`src/rtl/mux_scan_n.sv`:
```
// N-channel registered mux with manual select and auto-scan modes.
// Optional channel masking is compiled in with `define MUX_SCAN_MASK_EN.
module mux_scan_n #(
  parameter int WIDTH = 1,
  parameter int NCH   = 4,
  parameter int SELW  = 2,
  parameter int DWELL = 1
) (
  input  logic                 clk,
  input  logic                 rst,
  input  logic [NCH*WIDTH-1:0] din,
  input  logic                 mode,
  input  logic [SELW-1:0]      sel,
  input  logic                 en,
`ifdef MUX_SCAN_MASK_EN
  input  logic [NCH-1:0]       ch_mask,
`endif
  output logic [WIDTH-1:0]     dout,
  output logic [SELW-1:0]      ch,
  output logic                 valid,
  output logic                 wrap,
  output logic                 err
);

  localparam int DCW = (DWELL > 1) ? $clog2(DWELL) : 1;

  logic [WIDTH-1:0] dout_q, dout_d;
  logic [SELW-1:0]  ch_q, ch_d;
  logic [SELW-1:0]  ptr_q, ptr_d;
  logic [DCW-1:0]   dcnt_q, dcnt_d;
  logic             valid_q, valid_d;
  logic             wrap_q, wrap_d;
  logic             err_q, err_d;

  logic [NCH-1:0]   mask_w;
  logic             sel_ok, ptr_ok, any_en, found_after, dwell_done;
  logic [WIDTH-1:0] sel_data, ptr_data;
  logic [SELW-1:0]  nxt_after, nxt_any, nxt_ptr;

`ifdef MUX_SCAN_MASK_EN
  assign mask_w = ch_mask;
`else
  assign mask_w = '1;
`endif

  // Static slices only: an out-of-range sel simply matches no channel.
  always_comb begin
    sel_ok   = 1'b0;
    sel_data = '0;
    ptr_ok   = 1'b0;
    ptr_data = '0;
    for (int k = 0; k < NCH; k++) begin
      if (int'(sel) == k) begin
        sel_ok   = mask_w[k];
        sel_data = din[k*WIDTH +: WIDTH];
      end
      if (int'(ptr_q) == k) begin
        ptr_ok   = mask_w[k];
        ptr_data = din[k*WIDTH +: WIDTH];
      end
    end
  end

  // Next enabled channel: lowest enabled index above ptr, else lowest overall.
  // Falling back to the lowest overall is exactly the next<=ptr wrap case.
  always_comb begin
    found_after = 1'b0;
    nxt_after   = '0;
    nxt_any     = '0;
    for (int k = NCH - 1; k >= 0; k--) begin
      if (mask_w[k]) begin
        nxt_any = SELW'(k);
        if (k > int'(ptr_q)) begin
          found_after = 1'b1;
          nxt_after   = SELW'(k);
        end
      end
    end
    any_en     = |mask_w;
    nxt_ptr    = found_after ? nxt_after : nxt_any;
    dwell_done = (int'(dcnt_q) == DWELL - 1);
  end

  always_comb begin
    dout_d  = dout_q;
    ch_d    = ch_q;
    ptr_d   = ptr_q;
    dcnt_d  = dcnt_q;
    err_d   = err_q;
    valid_d = 1'b0;
    wrap_d  = 1'b0;
    if (!mode) begin
      ptr_d  = '0;
      dcnt_d = '0;
      if (en) begin
        if (sel_ok) begin
          dout_d  = sel_data;
          ch_d    = sel;
          valid_d = 1'b1;
          err_d   = 1'b0;
        end else begin
          err_d = 1'b1;
        end
      end
    end else if (en) begin
      err_d = 1'b0;
      if (!any_en) begin
        ptr_d = ptr_q;
      end else if (!ptr_ok) begin
        ptr_d  = nxt_ptr;
        dcnt_d = '0;
      end else begin
        dout_d  = ptr_data;
        ch_d    = ptr_q;
        valid_d = 1'b1;
        if (dwell_done) begin
          dcnt_d = '0;
          ptr_d  = nxt_ptr;
          wrap_d = !found_after;
        end else begin
          dcnt_d = dcnt_q + DCW'(1);
        end
      end
    end
  end

  always_ff @(posedge clk) begin
    if (rst) begin
      dout_q  <= '0;
      ch_q    <= '0;
      ptr_q   <= '0;
      dcnt_q  <= '0;
      valid_q <= 1'b0;
      wrap_q  <= 1'b0;
      err_q   <= 1'b0;
    end else begin
      dout_q  <= dout_d;
      ch_q    <= ch_d;
      ptr_q   <= ptr_d;
      dcnt_q  <= dcnt_d;
      valid_q <= valid_d;
      wrap_q  <= wrap_d;
      err_q   <= err_d;
    end
  end

  assign dout  = dout_q;
  assign ch    = ch_q;
  assign valid = valid_q;
  assign wrap  = wrap_q;
  assign err   = err_q;

endmodule
```
`config.mk`:
```
export PLATFORM = sky130hd
export DESIGN_NAME = mux_scan_n
export DESIGN_NICKNAME = d
export VERILOG_FILES = /design/src/rtl/mux_scan_n.sv
export SDC_FILE = /design/constraint.sdc
export NUM_CORES = 1
export LEC_CHECK = 0
export CELL_PAD_IN_SITES_DETAIL_PLACEMENT = 1
export CELL_PAD_IN_SITES_GLOBAL_PLACEMENT = 1
export CORE_MARGIN = 5
export CORE_UTILIZATION = 30
export CTS_CLUSTER_DIAMETER = 80
export DETAILED_ROUTE_END_ITERATION = 7
export PLACE_DENSITY_LB_ADDON = 0.1
export SLEW_MARGIN = 5
export SYNTH_ARGS = -nofsm -noshare
export SYNTH_HDL_FRONTEND = slang
export SYNTH_SLANG_ARGS = --single-unit
```
`constraint.sdc`:
```
create_clock -name clk -period 4.1 [get_ports clk]
set_clock_uncertainty 0.2 [all_clocks]
set_input_delay 0.41 -clock clk [delete_from_list [all_inputs] [get_ports clk]]
set_output_delay 0.41 -clock clk [all_outputs]
set_load 0.005 [all_outputs]
```
* Word level (Yosys, flattened, before mapping) *
Index checks and enable logic that the tools add are counted.

storage, ports and cells
  flip-flop bits (word level) = 9
  input port bits = 10
  output and inout port bits = 6
  logic and storage cells = 76

operators by class
  add/sub/neg operators = 1
  $lt $le $gt $ge = 3
  equal/unequal tests = 8
  mux-type cells = 46
  bitwise operators = 3
  reduce and logical (&&, ||, !) cells = 8

operators with widths
  operator                                             count
  2-to-1 mux 1 bit                                     35
  2-to-1 mux 2 bit                                     11
  equality test 2 bit, second input constant           4
  OR reduction 5 bit                                   1
  equality test 2 x 1 -> 1 bit, second input constant  2
  > comparator 2 bit, first input constant             2
  zero test 2 bit                                      2
  inverter 1 bit                                       3
  AND reduction 3 bit                                  1
  > comparator 1 x 2 -> 1 bit, first input constant    1
  != test 2 x 1 -> 1 bit, second input constant        1
  != test 2 bit, second input constant                 1
  AND reduction 2 bit                                  1
  nonzero test 2 bit                                   1
  OR reduction 2 bit                                   1
  adder 1 bit, second input constant                   1
  zero test 1 bit                                      1

* Depth between registers and ports, before layout *
Gate-level depths: netlist of the first run.

  depth in word-level cells = 8
  mapped depth = 6
  gate-level depth less buffers = 6

* Least setup slack after synthesis of the first run *
OpenSTA, ideal clock, no wires.

  path kind = register -> register
  start point = reg ptr_q[0]
  end point = reg dout_q (netlist: dout)
  setup time = 88 ps
  arrival = 1,274 ps
  required time = 3,812 ps
  setup slack = 2,538 ps
  cell stages (with the launch flop) = 7
  path buffers = 0
  clock period less this slack = 1,562 ps
  cell sequence = dfxtp_1 -> inv_1 -> ha_1 -> nor2b_1 -> o21ai_0 -> o311ai_1 -> a311oi_2

on the way
  cells in the longest elaborated chain, start to end = 8
  elaborated cells on any way between the ends = 17
  classes of those cells = 4 x eq/ne; 11 x mux; 2 x reduce/logical

RTL lines
  element                        line  RTL
  start, declared                29    logic [SELW-1:0] ptr_q, ptr_d;
  start signal, assigned         139   ptr_q <= ptr_d;
  zero test 2 bit                57    if (int'(ptr_q) == k) begin
  2-to-1 mux 1 bit (4 in a row)  57
  2-to-1 mux 1 bit               109   end else if (!ptr_ok) begin
  2-to-1 mux 1 bit               105   end else if (en) begin
  2-to-1 mux 1 bit               92    if (!mode) begin
  end signal, assigned           137   dout_q <= dout_d;
  end, declared                  27    logic [WIDTH-1:0] dout_q, dout_d;

Parallel ways exist; a longest one is shown, timed or not. The select of a mux whose other input is x is not followed.
A chain may end at the register's enable or synchronous reset.

* Final worst setup path of the first run *
Same ends and word-level chain as after synthesis.

==> results of run 1 <==
-- state kept, by name (all words and copies together), names as in the netlist --
| register | count |
|---|---|
| ch | 2 |
| ptr_q | 2 |
| dout | 1 |
| err | 1 |
| valid | 1 |
| wrap | 1 |
-- synth_stat cells --
cell      n
mux2i_1   6
nor3b_2   1
nor2_1    9
nand2_1   4
o21ai_0   2
nand2b_1  1
ha_1      5
a211oi_1  2
dfxtp_1   8
o311ai_1  1
nor3b_1   1
nor2b_1   2
buf_6     1
inv_1     2
a311oi_2  1
nor3_1    1
-- power by group through the flow --
stage	logic, mW	registers, mW	clock network [mW]
after floorplan	0.0145	0.0848	0
after global placement	0.0331	0.0848	0
after detailed placement	0.0330	0.0849	0
after CTS	0.0331	0.0833	0.0611
after global routing	0.0364	0.0836	0.0664
final	0.0324	0.0833	0.0570
-- path summary, 6_finish.rpt --
path | start | to | cells after the start
setup / recovery | ptr_q[0] | dout | 6
hold / removal | err | err | 1
setup reg to reg | ptr_q[0] | dout | 6
hold reg to reg | err | err | 1
-- per-stage QoR --
stage | total power, mW | area (µm²) | util [%]
after floorplan | 0.0994 | 443 | -
after global placement | 0.118 | 601 | 44.5
after detailed placement | 0.118 | 601 | 44.5
after CTS | 0.178 | 623 | 46.2
after global routing | 0.186 | 623 | 46.2
final | 0.173 | 623 | 46.2
-- worst max-delay path: cells and delay by family (launching register included) --
| family | cells | cell delay (ps) |
|---|---|---|
| adder cells (fa/ha/maj) | 1 | 230 |
| buffers and inverters | 1 | 110 |
| flip-flops | 1 | 410 |
| AND/OR/NAND/NOR | 1 | 140 |
| AO/OA/AOI/OAI | 3 | 560 |
-- cells by family (layout without fill, tap and decap cells) --
logic type / Yosys count / after routing / share of synthesized area [%]
adders and majority gates: 5 / 5 / 14.1
muxes: 6 / 6 / 13.6
and+or+nand+nor: 19 / 19 / 20.9
DFF: 8 / 8 / 36.2
AOI/OAI and AO/OA: 6 / 6 / 11.0
buffers and inverters: 3 / 20 / 4.24
-- metal layers --
layer  track usage (%)  vias up  share of wire (%)  wire length, µm
met1              10.5      169                 45              426
li1                  -      194                  -                -
met2              13.0       12                 44              418
met4              1.38        0                  0                0
met5                 0        -                  0                0
met3              7.95        0                 11              100
-- final cells by class --
type / instances / area share [%]
flip-flops and latches: 8 / 25.7
clock buffers: 3 / 3.61
well taps: 15 / 3.01
multi-input cells: 36 / 42.4
inverters: 2 / 1.20
repair buffers: 15 / 24.1
==> results.py, run 1 <==
metrics = {
    "clocking": {
        "cts_tree": "built",
        "cts_hold_buffers": 0,
        "cts-resized-gates": 0,
        "cts_max_level": 1,
        "post_cts_buffers": 0,
        "clock_path_buffers": 2,
        "clk_pin_slew_ps": 50,
        "worstSkewPairLatency_ps": 250,
        "clock_sinks": 8,
        "cts_buffers": 3,
        "root_buffer": "clkbuf_4",
    },
    "timing": {
        "relSlewSlack_pct": 71.9,
        "min_period_ps": 1730,
        "setup_ws_ps": 2370,
        "holdWs_ps": 287,
        "setup_tns_ps": 0,
        "rsz0062_at_grt": "false",
        "drv_slew": 0,
        "tightest_slew_ps": 419,
        "hold_viol": 0,
        "fin_crit_sh_pct": 42.2,
        "fmax_mhz": 578,
        "setup_viol": 0,
    },
    "power_and_ir_drop": {
        "power_density_nw_per_um2": 277,
        "p_sw_share_pct": 22.6,
        "pwr-share-seq_pct": 48.2,
        "p_comb_share_pct": 18.8,
        "intPower_mw": 0.134,
        "pwr-share-clk_pct": 33.0,
        "p_leak_nw": 0.249,
        "net-switching-power_mw": 0.0389,
        "ir_drop_mv": 0.199,
    },
    "global_routing": {
        "grt_max_degree": 12,
        "grt_pass1_vias": 375,
        "grt_pass1_wl_um": 1670,
        "grt.total_usage_pct": 9.18,
        "antenna_found_initial": 0,
        "overflow": 0,
    },
    "finish": {
        "layout_common_cells": "clkdlybuf4s50_1 (15), nor2_1 (9), dfxtp_1 (8), mux2i_1 (6), ha_1 (5)",
        "final_layout_size_suffix_gt1_share_pct": 7.81,
        "syn2layout_area_growth_pct": 40.7,
        "n_fill_cell": 167,
        "final-seq-area_um2": 160,
        "post_layout_nonfiller_instances": 79,
        "multi_input_area_um2": 264,
        "final_common_cell": "clkdlybuf4s50_1",
        "finalNetCount": 81,
        "n_antenna_cell": 0,
    },
    "route": {
        "wl_um": 945,
        "drc_errors": 0,
        "drtPass1Iterations": 3,
        "routedWlPerCell_um": 12.0,
        "vias_per_cell": 4.75,
        "vias": 375,
        "drt_iter0_markers": 2,
        "drtAntennaViolNets": 0,
    },
    "synth": {
        "yosys-top-cells-area": "dfxtp_1 (36%), ha_1 (14%), mux2i_1 (14%), nor2_1 (7.6%), a211oi_1 (3.4%)",
        "synth_fp_nets": 62,
        "synth_area_um2": 443,
        "ys_types": 16,
        "postSynthAreaPerCell_um2": 9.42,
        "syn_inst": 47,
        "ys_ff_latch": 8,
        "seq_area_frac_synth_pct": 36.2,
        "yosys_warnings": 0,
        "synth_top_area_share_pct": 36.2,
        "synth.largest_area_cell": "dfxtp_1",
    },
    "setup_path": {
        "startpoint_type": "flop",
        "worstPathCellList": "inv_1, ha_1, nor2b_1, o21ai_0, o311ai_1, a311oi_2",
        "critical_path_class": "flop to flop",
        "max_stage_delay_ps": 410,
        "critPathArrivalTime_ps": 1690,
        "cp-end-kind": "flop",
        "crit_fanout": 5,
        "reg2reg_slack_ps": 2370,
        "critPathSlowestCell": "dfxtp_1",
        "worstPathRequired_ps": 4060,
    },
    "placed_design": {
        "dp.cells": 76,
        "gp_congestion": 0.670,
        "place_ws_ps": 2250,
        "io_buffers": 15,
        "hpwl_um": 805,
    },
    "run": {
        "cap_violations": 0,
    },
    "min_path": {
        "hold_path_class": "flop to flop",
    },
    "status": {
        "status": "finished clean",
    },
    "floorplan": {
        "die_y_um": 48.4,
        "die_area_um2": 2340,
        "die_w_um": 48.4,
        "core_um2": 1350,
        "rows": 13,
        "io_pins": 16,
        "start_util_pct": 32.8,
    },
}
Power figures use the tool's default switching activity.
==> run 2: changes to the inputs <==
==> constraint.sdc (replaced) <==
create_clock -name clk -period 1.6 [get_ports clk]
set_clock_uncertainty 0.2 [all_clocks]
set_input_delay 0.16 -clock clk [delete_from_list [all_inputs] [get_ports clk]]
set_output_delay 0.16 -clock clk [all_outputs]
set_load 0.005 [all_outputs]
==> results.py, run 2 (synthesized netlist as in run 1, its figures left out) <==
metrics = {
    "global_routing": {
        "overflow": 0,
        "grt.total_usage_pct": 10.4,
        "grt_pass1_vias": 399,
        "grt_pass1_wl_um": 1870,
        "antenna_found_initial": 0,
        "grt_max_degree": 9,
    },
    "finish": {
        "final_layout_size_suffix_gt1_share_pct": 23.2,
        "multi_input_area_um2": 269,
        "n_fill_cell": 158,
        "finalNetCount": 86,
        "final_common_cell": "clkdlybuf4s50_1",
        "layout_common_cells": "clkdlybuf4s50_1 (15), nor2_1 (9), mux2i_1 (6), dfxtp_1 (6), buf_4 (5)",
        "fin_area_um2": 671,
        "post_layout_nonfiller_instances": 84,
        "final-seq-area_um2": 165,
        "final_util_pct": 49.7,
        "syn2layout_area_growth_pct": 51.4,
        "n_antenna_cell": 0,
    },
    "route": {
        "drc_errors": 0,
        "drt_iter0_markers": 6,
        "routedWlPerCell_um": 12.9,
        "wl_um": 1090,
        "drtAntennaViolNets": 0,
        "vias": 398,
        "vias_per_cell": 4.74,
        "drtPass1Iterations": 4,
    },
    "floorplan": {
        "die_w_um": 48.4,
        "core_um2": 1350,
        "io_pins": 16,
        "die_area_um2": 2340,
        "rows": 13,
        "die_y_um": 48.4,
        "start_util_pct": 32.8,
    },
    "setup_path": {
        "startpoint_type": "flop",
        "cp-end-kind": "flop",
        "cp.buffers_inverters": 1,
        "critPathTopFamily": "compound AO/OA/AOI/OAI gates",
        "worstPathCellList": "inv_2, ha_1, nand2_1, o21ai_1, o311ai_1, a311oi_2",
        "critPathSlowestCell": "dfxtp_4",
        "max_stage_delay_ps": 360,
        "crit_fanout": 4,
        "critical_path_class": "flop to flop",
        "worstPathRequired_ps": 1500,
        "critPathArrivalTime_ps": 1410,
    },
    "timing": {
        "hold_viol": 0,
        "drv_slew": 0,
        "fmax_mhz": 664,
        "fin_crit_sh_pct": 94.1,
        "min_period_ps": 1510,
        "setup_ws_ps": 94.4,
        "tightest_slew_ps": 380,
        "rsz0062_at_grt": "false",
        "relSlewSlack_pct": 74.6,
        "holdWs_ps": 287,
        "setup_viol": 0,
    },
    "clocking": {
        "cts_tree": "built",
        "post_cts_buffers": 0,
        "cts_max_level": 1,
        "root_buffer": "clkbuf_4",
        "clk_pin_slew_ps": 50,
        "cts_buffers": 3,
        "clock_path_buffers": 2,
        "clock_sinks": 8,
        "worstSkewPairLatency_ps": 250,
    },
    "placed_design": {
        "placed_area_um2": 638,
        "gp_congestion": 0.661,
        "io_buffers": 15,
        "dp.cells": 81,
        "hpwl_um": 905,
        "place_ws_ps": -29.5,
    },
    "power_and_ir_drop": {
        "p_leak_nw": 0.271,
        "power_density_nw_per_um2": 677,
        "ir_drop_mv": 0.453,
    },
    "status": {
        "status": "finished clean",
    },
    "run": {
        "cap_violations": 0,
    },
    "min_path": {
        "hold_path_class": "flop to flop",
    },
}
## run 2: where the power goes
part	internal, mW	switching [mW]
logic	0.0555	0.0378
registers	0.207	0.00470
clock network	0.0855	0.0637
total	0.348	0.106
## run 2: layer usage
layer	vias to the layer above	part of all wire, %	GRT usage [%]
li1	209	-	-
met1	180	49	12.3
met2	9	45	14.6
met3	0	6.4	6.73
met4	0	0	4.15
met5	-	0	0
## run 2: metrics by stage
stage,power [mW],TNS [ps]
floorplan,0.255,0
global placement,0.308,-14.9
global route,0.491,0
CTS,0.467,0
detailed placement,0.310,-29.5
finish,0.454,0
## run 2: cell type report
cell class | count | share of cell area (%)
sequential | 8 | 24.6
clock buffer | 3 | 3.36
tap | 15 | 2.80
timing repair buffer | 20 | 28.0
inverter | 2 | 1.12
multi-input combinational | 36 | 40.1
## run 2: path summary, 6_finish.rpt
check	from	end	slack, ps	cells past startpoint
worst max-delay path	ptr_q[1]	dout	90	6
worst min-delay path	err	err	290	1
worst max register to register	ptr_q[1]	dout	90	6
worst min register to register	err	err	290	1
## run 2: what timing repair did
| item | 4_1_cts | 5_1_grt |
|---|---|---|
| pin swaps | 1 | 2 |
| gates resized for setup | 1 | 8 |
| hold buffers | 0 | 0 |
| endpoints found under the setup margin | 1 | 1 |
==> run 3: changes to the inputs <==
--- a/config.mk
+++ b/config.mk
@@ -5,12 +5,14 @@
 export SDC_FILE = /design/constraint.sdc
 export NUM_CORES = 1
 export LEC_CHECK = 0
+export CAP_MARGIN = 25
 export CELL_PAD_IN_SITES_DETAIL_PLACEMENT = 1
 export CELL_PAD_IN_SITES_GLOBAL_PLACEMENT = 1
 export CORE_MARGIN = 5
 export CORE_UTILIZATION = 30
 export CTS_CLUSTER_DIAMETER = 80
 export DETAILED_ROUTE_END_ITERATION = 7
+export GPL_ROUTABILITY_DRIVEN = 0
 export PLACE_DENSITY_LB_ADDON = 0.1
 export SLEW_MARGIN = 5
 export SYNTH_ARGS = -nofsm -noshare
==> results of run 3 <==
No change in the layout: final DEF, timing and power equal those of run 2.
